[src/rtl/de_ex_pipe_reg.sv]
// -----------------------------------------------------------------------------
// de_ex_pipe_reg
//   Decode -> Execute pipeline register. Captures the decoded control bundle,
//   the operands, the immediate, rd and pc. It presents them to Execute one
//   cycle after they are accepted from Decode.
//
//   Optional feature macro: DE_EX_SKID_EN
//     defined   : two entries (main + skid). in_ready is a registered decode of
//                 the state (no combinational path from out_ready). This keeps
//                 full throughput when a stall is released.
//     undefined : a single entry. in_ready = !out_valid | out_ready
//                 (combinational). There is no TWO state and no skid registers.
//
//   Handshake: a beat moves on a side when valid and ready are both high at
//   the rising clock edge. Accept = in_valid & in_ready. Transfer =
//   out_valid & out_ready. Once out_valid is asserted, it and the out_*
//   payload stay stable until the transfer completes, unless flush or reset
//   kills the entry.
//
// Ports
//   clk, rst_n            clock (rising edge), asynchronous active-low reset
//   flush                 synchronous kill of held and incoming entries;
//                         a transfer in the same cycle still completes
//   in_valid / in_ready   Decode-side handshake
//   in_pc .. in_MEM_REG   decoded payload from Decode
//   out_valid / out_ready Execute-side handshake
//   out_pc .. out_MEM_REG registered payload. out_MEM_WE, out_DE_WE and
//                         out_BRN_COND are forced low while out_valid is low.
//   fsm_state             debug view of the occupancy state
//                         (0 EMPTY, 1 ONE, 2 TWO)
// -----------------------------------------------------------------------------
module de_ex_pipe_reg #(
    parameter int XLEN = 32,
    parameter int RA_W = 5
) (
    input  logic            clk,
    input  logic            rst_n,
    input  logic            flush,
    input  logic            in_valid,
    output logic            in_ready,
    input  logic [XLEN-1:0] in_pc,
    input  logic [XLEN-1:0] in_rs1,
    input  logic [XLEN-1:0] in_rs2,
    input  logic [XLEN-1:0] in_imm,
    input  logic [RA_W-1:0] in_rd,
    input  logic [2:0]      in_funct3,
    input  logic [1:0]      in_ALU_OP,
    input  logic [1:0]      in_ALU_SRC2,
    input  logic            in_BRN_COND,
    input  logic            in_MEM_WE,
    input  logic            in_DE_WE,
    input  logic            in_MEM_REG,
    output logic            out_valid,
    input  logic            out_ready,
    output logic [XLEN-1:0] out_pc,
    output logic [XLEN-1:0] out_rs1,
    output logic [XLEN-1:0] out_rs2,
    output logic [XLEN-1:0] out_imm,
    output logic [RA_W-1:0] out_rd,
    output logic [2:0]      out_funct3,
    output logic [1:0]      out_ALU_OP,
    output logic [1:0]      out_ALU_SRC2,
    output logic            out_BRN_COND,
    output logic            out_MEM_WE,
    output logic            out_DE_WE,
    output logic            out_MEM_REG,
    output logic [1:0]      fsm_state
);

    // Payload is carried as one flat vector so the main and skid entries
    // share a single packing order.
    localparam int PW = 4*XLEN + RA_W + 11;

    typedef enum logic [1:0] {
        S_EMPTY = 2'd0,
        S_ONE   = 2'd1,
        S_TWO   = 2'd2
    } state_t;

    state_t        state_q, state_d;
    logic [PW-1:0] in_bus;
    logic [PW-1:0] main_q;
    logic          take;
    logic          xfer;
    logic          load_main;
    logic          main_from_skid;
    logic          load_skid;
    logic          brn_q, mem_we_q, de_we_q;

    assign in_bus = {in_pc, in_rs1, in_rs2, in_imm, in_rd, in_funct3,
                     in_ALU_OP, in_ALU_SRC2, in_BRN_COND, in_MEM_WE,
                     in_DE_WE, in_MEM_REG};

    assign out_valid = (state_q != S_EMPTY);
    assign fsm_state = state_q;
    assign xfer      = out_valid & out_ready;
    // An accept that coincides with flush is discarded; it must not load.
    assign take      = in_valid & in_ready & ~flush;

`ifdef DE_EX_SKID_EN
    logic [PW-1:0] skid_q;
    // Registered ready: only a full skid entry blocks Decode.
    assign in_ready = (state_q != S_TWO);
`else
    // Single entry: can take a new beat if empty or if the held beat leaves
    // this same cycle.
    assign in_ready = (state_q == S_EMPTY) | out_ready;
`endif

    always_comb begin
        state_d        = state_q;
        load_main      = 1'b0;
        main_from_skid = 1'b0;
        load_skid      = 1'b0;
        case (state_q)
            S_EMPTY: begin
                if (take) begin
                    state_d   = S_ONE;
                    load_main = 1'b1;
                end
            end
            S_ONE: begin
                if (xfer && take) begin
                    load_main = 1'b1;
                end else if (xfer) begin
                    state_d = S_EMPTY;
`ifdef DE_EX_SKID_EN
                end else if (take) begin
                    state_d   = S_TWO;
                    load_skid = 1'b1;
`endif
                end
            end
`ifdef DE_EX_SKID_EN
            S_TWO: begin
                if (xfer) begin
                    state_d        = S_ONE;
                    load_main      = 1'b1;
                    main_from_skid = 1'b1;
                end
            end
`endif
            default: state_d = S_EMPTY;
        endcase
        // Flush overrides everything. Any beat presented on the output this
        // cycle is still consumed by Execute (xfer), but nothing survives.
        if (flush) begin
            state_d        = S_EMPTY;
            load_main      = 1'b0;
            main_from_skid = 1'b0;
            load_skid      = 1'b0;
        end
    end

    always_ff @(posedge clk or negedge rst_n) begin
        if (!rst_n) begin
            state_q <= S_EMPTY;
            main_q  <= '0;
        end else begin
            state_q <= state_d;
            if (load_main) begin
`ifdef DE_EX_SKID_EN
                main_q <= main_from_skid ? skid_q : in_bus;
`else
                main_q <= in_bus;
`endif
            end
        end
    end

`ifdef DE_EX_SKID_EN
    always_ff @(posedge clk or negedge rst_n) begin
        if (!rst_n) begin
            skid_q <= '0;
        end else if (flush) begin
            skid_q <= '0;
        end else if (load_skid) begin
            skid_q <= in_bus;
        end
    end
`else
    // No skid storage in this build; the promote/skid strobes are unused.
    logic unused_skid;
    assign unused_skid = main_from_skid | load_skid;
`endif

    assign {out_pc, out_rs1, out_rs2, out_imm, out_rd, out_funct3,
            out_ALU_OP, out_ALU_SRC2, brn_q, mem_we_q, de_we_q,
            out_MEM_REG} = main_q;

    // Side-effecting controls are gated so a stale entry can never fire a
    // branch, store or writeback.
    assign out_BRN_COND = brn_q    & out_valid;
    assign out_MEM_WE   = mem_we_q & out_valid;
    assign out_DE_WE    = de_we_q  & out_valid;

endmodule
[config.mk]
export PLATFORM = sky130hd
export DESIGN_NAME = de_ex_pipe_reg
export DESIGN_NICKNAME = d
export VERILOG_FILES = /design/src/rtl/de_ex_pipe_reg.sv
export SDC_FILE = /design/constraint.sdc
export NUM_CORES = 1
export LEC_CHECK = 0
export BUFFER_PORTS_ARGS = -buffer_cell sky130_fd_sc_hd__buf_2
export CAP_MARGIN = 20
export CELL_PAD_IN_SITES_DETAIL_PLACEMENT = 0
export CELL_PAD_IN_SITES_GLOBAL_PLACEMENT = 1
export CORE_ASPECT_RATIO = 0.9
export CORE_MARGIN = 5
export CORE_UTILIZATION = 40
export CTS_CLUSTER_SIZE = 16
export DETAILED_ROUTE_END_ITERATION = 7
export PLACE_DENSITY = 0.83
export SLEW_MARGIN = 15
export SYNTH_ARGS = -nofsm -noshare
export SYNTH_HDL_FRONTEND = slang
export SYNTH_SLANG_ARGS = --single-unit
[constraint.sdc]
create_clock -name clk -period 3.1 [get_ports clk]
set_clock_uncertainty 0.1 [all_clocks]
set_input_delay 0.31 -clock clk [delete_from_list [all_inputs] [get_ports clk]]
set_output_delay 0.31 -clock clk [all_outputs]
set_load 0.1 [all_outputs]
Word-level counts from Yosys, hierarchy flattened. Cells that the tools add are included.

Input port bits: 149. Flip-flop bits (word level): 146.

Bitwise operators: 8. Mux-type cells: 9. Reduce and logical (&&, ||, !) cells: 4. Equal/unequal tests: 4.

Operators with widths (number): 3-bit inequality test, second input constant (3); 2-bit two-way mux (4); 1-bit bitwise AND (6); 2-bit one-hot mux with 2 select lines (1); 1-bit two-way mux (3); 3-bit AND reduction (1); 2-bit by 1-bit == test with 1-bit output, second input constant (1); 2-bit logical NOT (1); 1-bit one-hot mux with 2 select lines (1); 2-bit nonzero test (1); 1-bit logical AND (1); 1-bit inverter (1); 1-bit bitwise OR (1).

Logic depth before layout (Yosys ltp).
Depth after elaboration: 8. Depth in mapped cells: 6. Gate-level depth less buffers: 3.

Worst setup path before layout. Ideal clock, no wire load.

Kind: register to register. Start: reg state_q[0], in the netlist fsm_state[0]. End: reg main_q[100]. Arrival time: 2.010 ns. Cell stages (with the launch flop): 7. Required time: 2.875 ns. Period minus slack after synthesis: 2.235 ns. Slack: 0.865 ns. Library setup time: 0.125 ns. Cells stage by stage: dfrtp_1 > nor2b_4 > nor3b_2 > buf_6 > buf_12 > buf_12 > mux2_4.

Word-level cells in the longest chain between the ends: 8. Elaborated cells on any way between the ends: 12. Those cells by class: eq/ne: 1; mux: 4; bitwise: 4; reduce/logical: 3.

Ends and longest elaborated chain: from (decl) (line 80) `state_t state_q, state_d;`; from (signal assigned) (line 160) `state_q <= state_d;`; 2-bit logical NOT (line 107, 115); 1-bit bitwise OR (line 107) `assign in_ready = (state_q == S_EMPTY) | out_ready;`; 1-bit bitwise AND (2 in a row) (line 98) `assign take = in_valid & in_ready & ~flush;`; 1-bit logical AND (line 123) `if (xfer && take) begin`; 1-bit two-way mux (line 123); 1-bit one-hot mux with 2 select lines (*) (line 115) `case (state_q)`; 1-bit two-way mux (*) (line 147) `if (flush) begin`; to (signal assigned) (line 165) `main_q <= in_bus;`; to (decl) (line 82) `logic [PW-1:0] main_q;`.

Mark *: on every way between the ends. The rest lies on a longest branch, timed or not. A chain may end at the register's enable or synchronous reset.

Final worst setup path.
Start: in flush. End: reg main_q[139].

Word-level cells in the longest chain between the ends: 6. Elaborated cells on any way between the ends: 7. Those cells by class: mux: 4; bitwise: 2; reduce/logical: 1.

Ends and longest elaborated chain: from (decl) (line 38) `input logic flush,`; 1-bit inverter (line 98); 1-bit bitwise AND (line 98); 1-bit logical AND (line 123); 1-bit two-way mux (line 123); 1-bit one-hot mux with 2 select lines (line 115); 1-bit two-way mux (*) (line 147).

Marked as above.

==> impl_metrics.csv <==
group,metric,value,unit
status,status,"completed",
hold_path,min_path_type,"in2reg",
synth,syn_area,6810,µm²
timing,setup_ws,1.07,ns
detailed_routing,ant_nets,0,
finish,fin_area,8000,µm²
finish,diodes,0,
finish,fin_cells,841,
timing,relSlewSlack,0.540,
finish,drive_above_1_share,0.756,
setup_path,timing_worst_setup_path_type,"in2reg",
finish,fin_nets,767,
detailed_routing,via_per_inst,4.43,
setup_path,required,3.29,ns
floorplanning,dieArea,19700,µm²
global_route,grt_pass1_vias,4149,
setup_path,slowest_delay,0.55,ns
placed_design,gp_congestion,0.736,
timing,tightest_slew,0.690,ns
global_route,track_usage,0.143,
synth,synth_top_cell_area_share,0.533,
timing,holdWs,0.0283,ns
setup_path,r2r-start,"fsm_state[0]$_DFFE_PN0P_",
clock_network,cts_max_path_buffers,2,
placed_design,placed_cells,808,
finish,fin_util,0.477,
timing,final-setup-viol-count,0,
flow_run,cap_violations,0,
detailed_routing,top_layer,"met5",
detailed_routing,num_vias,3723,
floorplanning,start_util,0.406,
synth,synth.distinct_cells,12,
timing,finalCritPeriodShare,0.655,
floorplanning,coreArea,16800,µm²
timing,finalCriticalPeriod,2.03,ns
placed_design,io_buffer_count,295,
synth,synth.avg_cell_area,14.9,µm²
detailed_routing,wire_per_inst,16.8,µm
timing,fin_tns_setup,0,ns
setup_path,crit_start,"flush",
setup_path,startpoint_type,"primary input",
power_and_ir_drop,powerDensity,993,nW/µm²
placed_design,hpwl,10.6,mm
clock_network,cts-buffers-inserted,17,
finish,area_delta_synth_final,17.4,%
setup_path,cp_max_fo,79,
global_route,antenna_found_initial,1,
clock_network,htreeDepth,4,
hold_path,worstHoldStart,"in_rs1[27]",
floorplanning,die_h,134,µm
clock_network,cts_tree,"done",
floorplanning,pin_count,297,
setup_path,critPathSlowestCell,"dlygate4sd3_1",
detailed_routing,detail_route.first_pass.iterations,4,
timing,hold_violations,0,
detailed_routing,wl_met3,1.24,mm
detailed_routing,met1Wirelength,5.36,mm
synth,ys_warn_count,0,
global_route,grt_pass1_wl,22.4,mm
floorplanning,dieWidth,148,µm
clock_network,cts.sinks,145,
finish,fill_cells,1507,
setup_path,end_kind,"register",
synth,synth.area.top_cells,"dfrtp_1 (53%), buf_4 (17%), mux2_2 (14%)",
placed_design,pre_cts_ws,1.12,ns
detailed_routing,dr_wl_met2,7.30,mm
setup_path,r2r_slack,1.11,ns
placed_design,placed_cell_area,7360,µm²
timing,max_freq,492,MHz
timing,rsz0062_at_grt,"no",
synth,syn-num-nets,605,
power_and_ir_drop,leakage,4.01,nW
detailed_routing,wirelength,14.1,mm
clock_network,cts.clk_slew.worst_paths,0.06,ns
setup_path,cp.arrival,2.22,ns
power_and_ir_drop,finalPower,7.94,mW
synth,ys_ff_latch,145,
synth,synth_seq_area_share,0.533,
global_route,grt_overflow,0,
clock_network,clockRootBuffer,"clkbuf_16",
timing,slew_viol_final,0,
clock_network,clock_latency,0.40,ns
setup_path,cp_cell_sequence,"dlygate4sd3_1, buf_2, nor3b_4, buf_12, mux2_2",
detailed_routing,drtIter0Drc,134,
detailed_routing,drc,0,
synth,netlist_instances,456,
global_route,grt_start_max_net_pins,80,
synth,synth_area_leader_cell,"dfrtp_1",
power_and_ir_drop,peakVddDrop,0.000540,V
floorplanning,fp-row-count,45,
[synthesized netlist by cell type]
cell type,number
nor2b_4,1
buf_6,1
dfrtp_1,145
conb_1,1
nor2_1,2
inv_1,1
mux2_2,84
and2_1,3
nor3b_2,1
mux2_4,60
buf_12,7
buf_4,150
[area by class of cell]
class / instances / area, µm² / area share
clock buffer: 18 / 439 / 0.0549
clock inverter: 13 / 183 / 0.0228
inverter: 1 / 3.75 / 0.000469
multi-input combinational: 152 / 1910 / 0.239
sequential: 145 / 3630 / 0.454
tap: 211 / 264 / 0.0330
timing repair buffer: 301 / 1570 / 0.196
[state kept, by name, indices dropped and copies added, names as in the netlist]
name and cells:
main_q 144, fsm_state 1
[kinds of logic (layout without fill, tap and decap cells)]
| family | count (synthesis) | in the layout | synth area share |
|---|---|---|---|
| other | 1 | 1 | 0.000550 |
| DFF | 145 | 145 | 0.533 |
| and+or+nand+nor | 7 | 7 | 0.00771 |
| muxes | 144 | 144 | 0.271 |
| buffers and inverters | 159 | 333 | 0.188 |
[critical path: cells and delay by family]
| kind | cells | cell delay [ns] |
|---|---|---|
| buffers and inverters | 3 | 1.10 |
| muxes | 1 | 0.40 |
| and+or+nand+nor | 1 | 0.30 |
[layout by cell type (no fill, tap or decap), types with 2 or more instances in the layout]
| cell type | count |
|---|---|
| and2_1 | 3 |
| buf_12 | 3 |
| buf_2 | 294 |
| bufinv_16 | 4 |
| clkbuf_16 | 17 |
| clkinv_2 | 4 |
| dfrtp_1 | 145 |
| dlygate4sd3_1 | 2 |
| inv_6 | 3 |
| mux2_2 | 84 |
| mux2_4 | 60 |
| nor2_1 | 2 |
[repair_timing]
action | CTS | global route
setup buffers | 0 | 0
hold buffers | 2 | 0
resized for setup | 0 | 0
hold endpoints to repair | 75 | 0
[routing by layer]
metal,up-vias,global-route usage
met1,1841,0.164
met3,17,0.0551
met4,2,0.0487
li1,1700,-
met2,163,0.247
met5,-,0
[final timing paths]
kind,endpoint,cells after the start
max in group asynchronous,main_q[23]$_DFFE_PN0P_,3
worst max-delay path,main_q[139]$_DFFE_PN0P_,5
min in group asynchronous,main_q[8]$_DFFE_PN0P_,2
worst min-delay path,main_q[107]$_DFFE_PN0P_,2
worst min register to register,main_q[15]$_DFFE_PN0P_,1
worst max register to register,main_q[139]$_DFFE_PN0P_,4
[where the power goes]
part           total [mW]  leakage, nW  switching, mW  internal, mW
sequential           2.38         1.71          0.168          2.22
clock                2.15        0.307          0.787          1.37
combinational        3.40         2.00           2.77         0.630
total                7.94         4.01           3.73          4.21
Power figures use the tool's default switching activity.
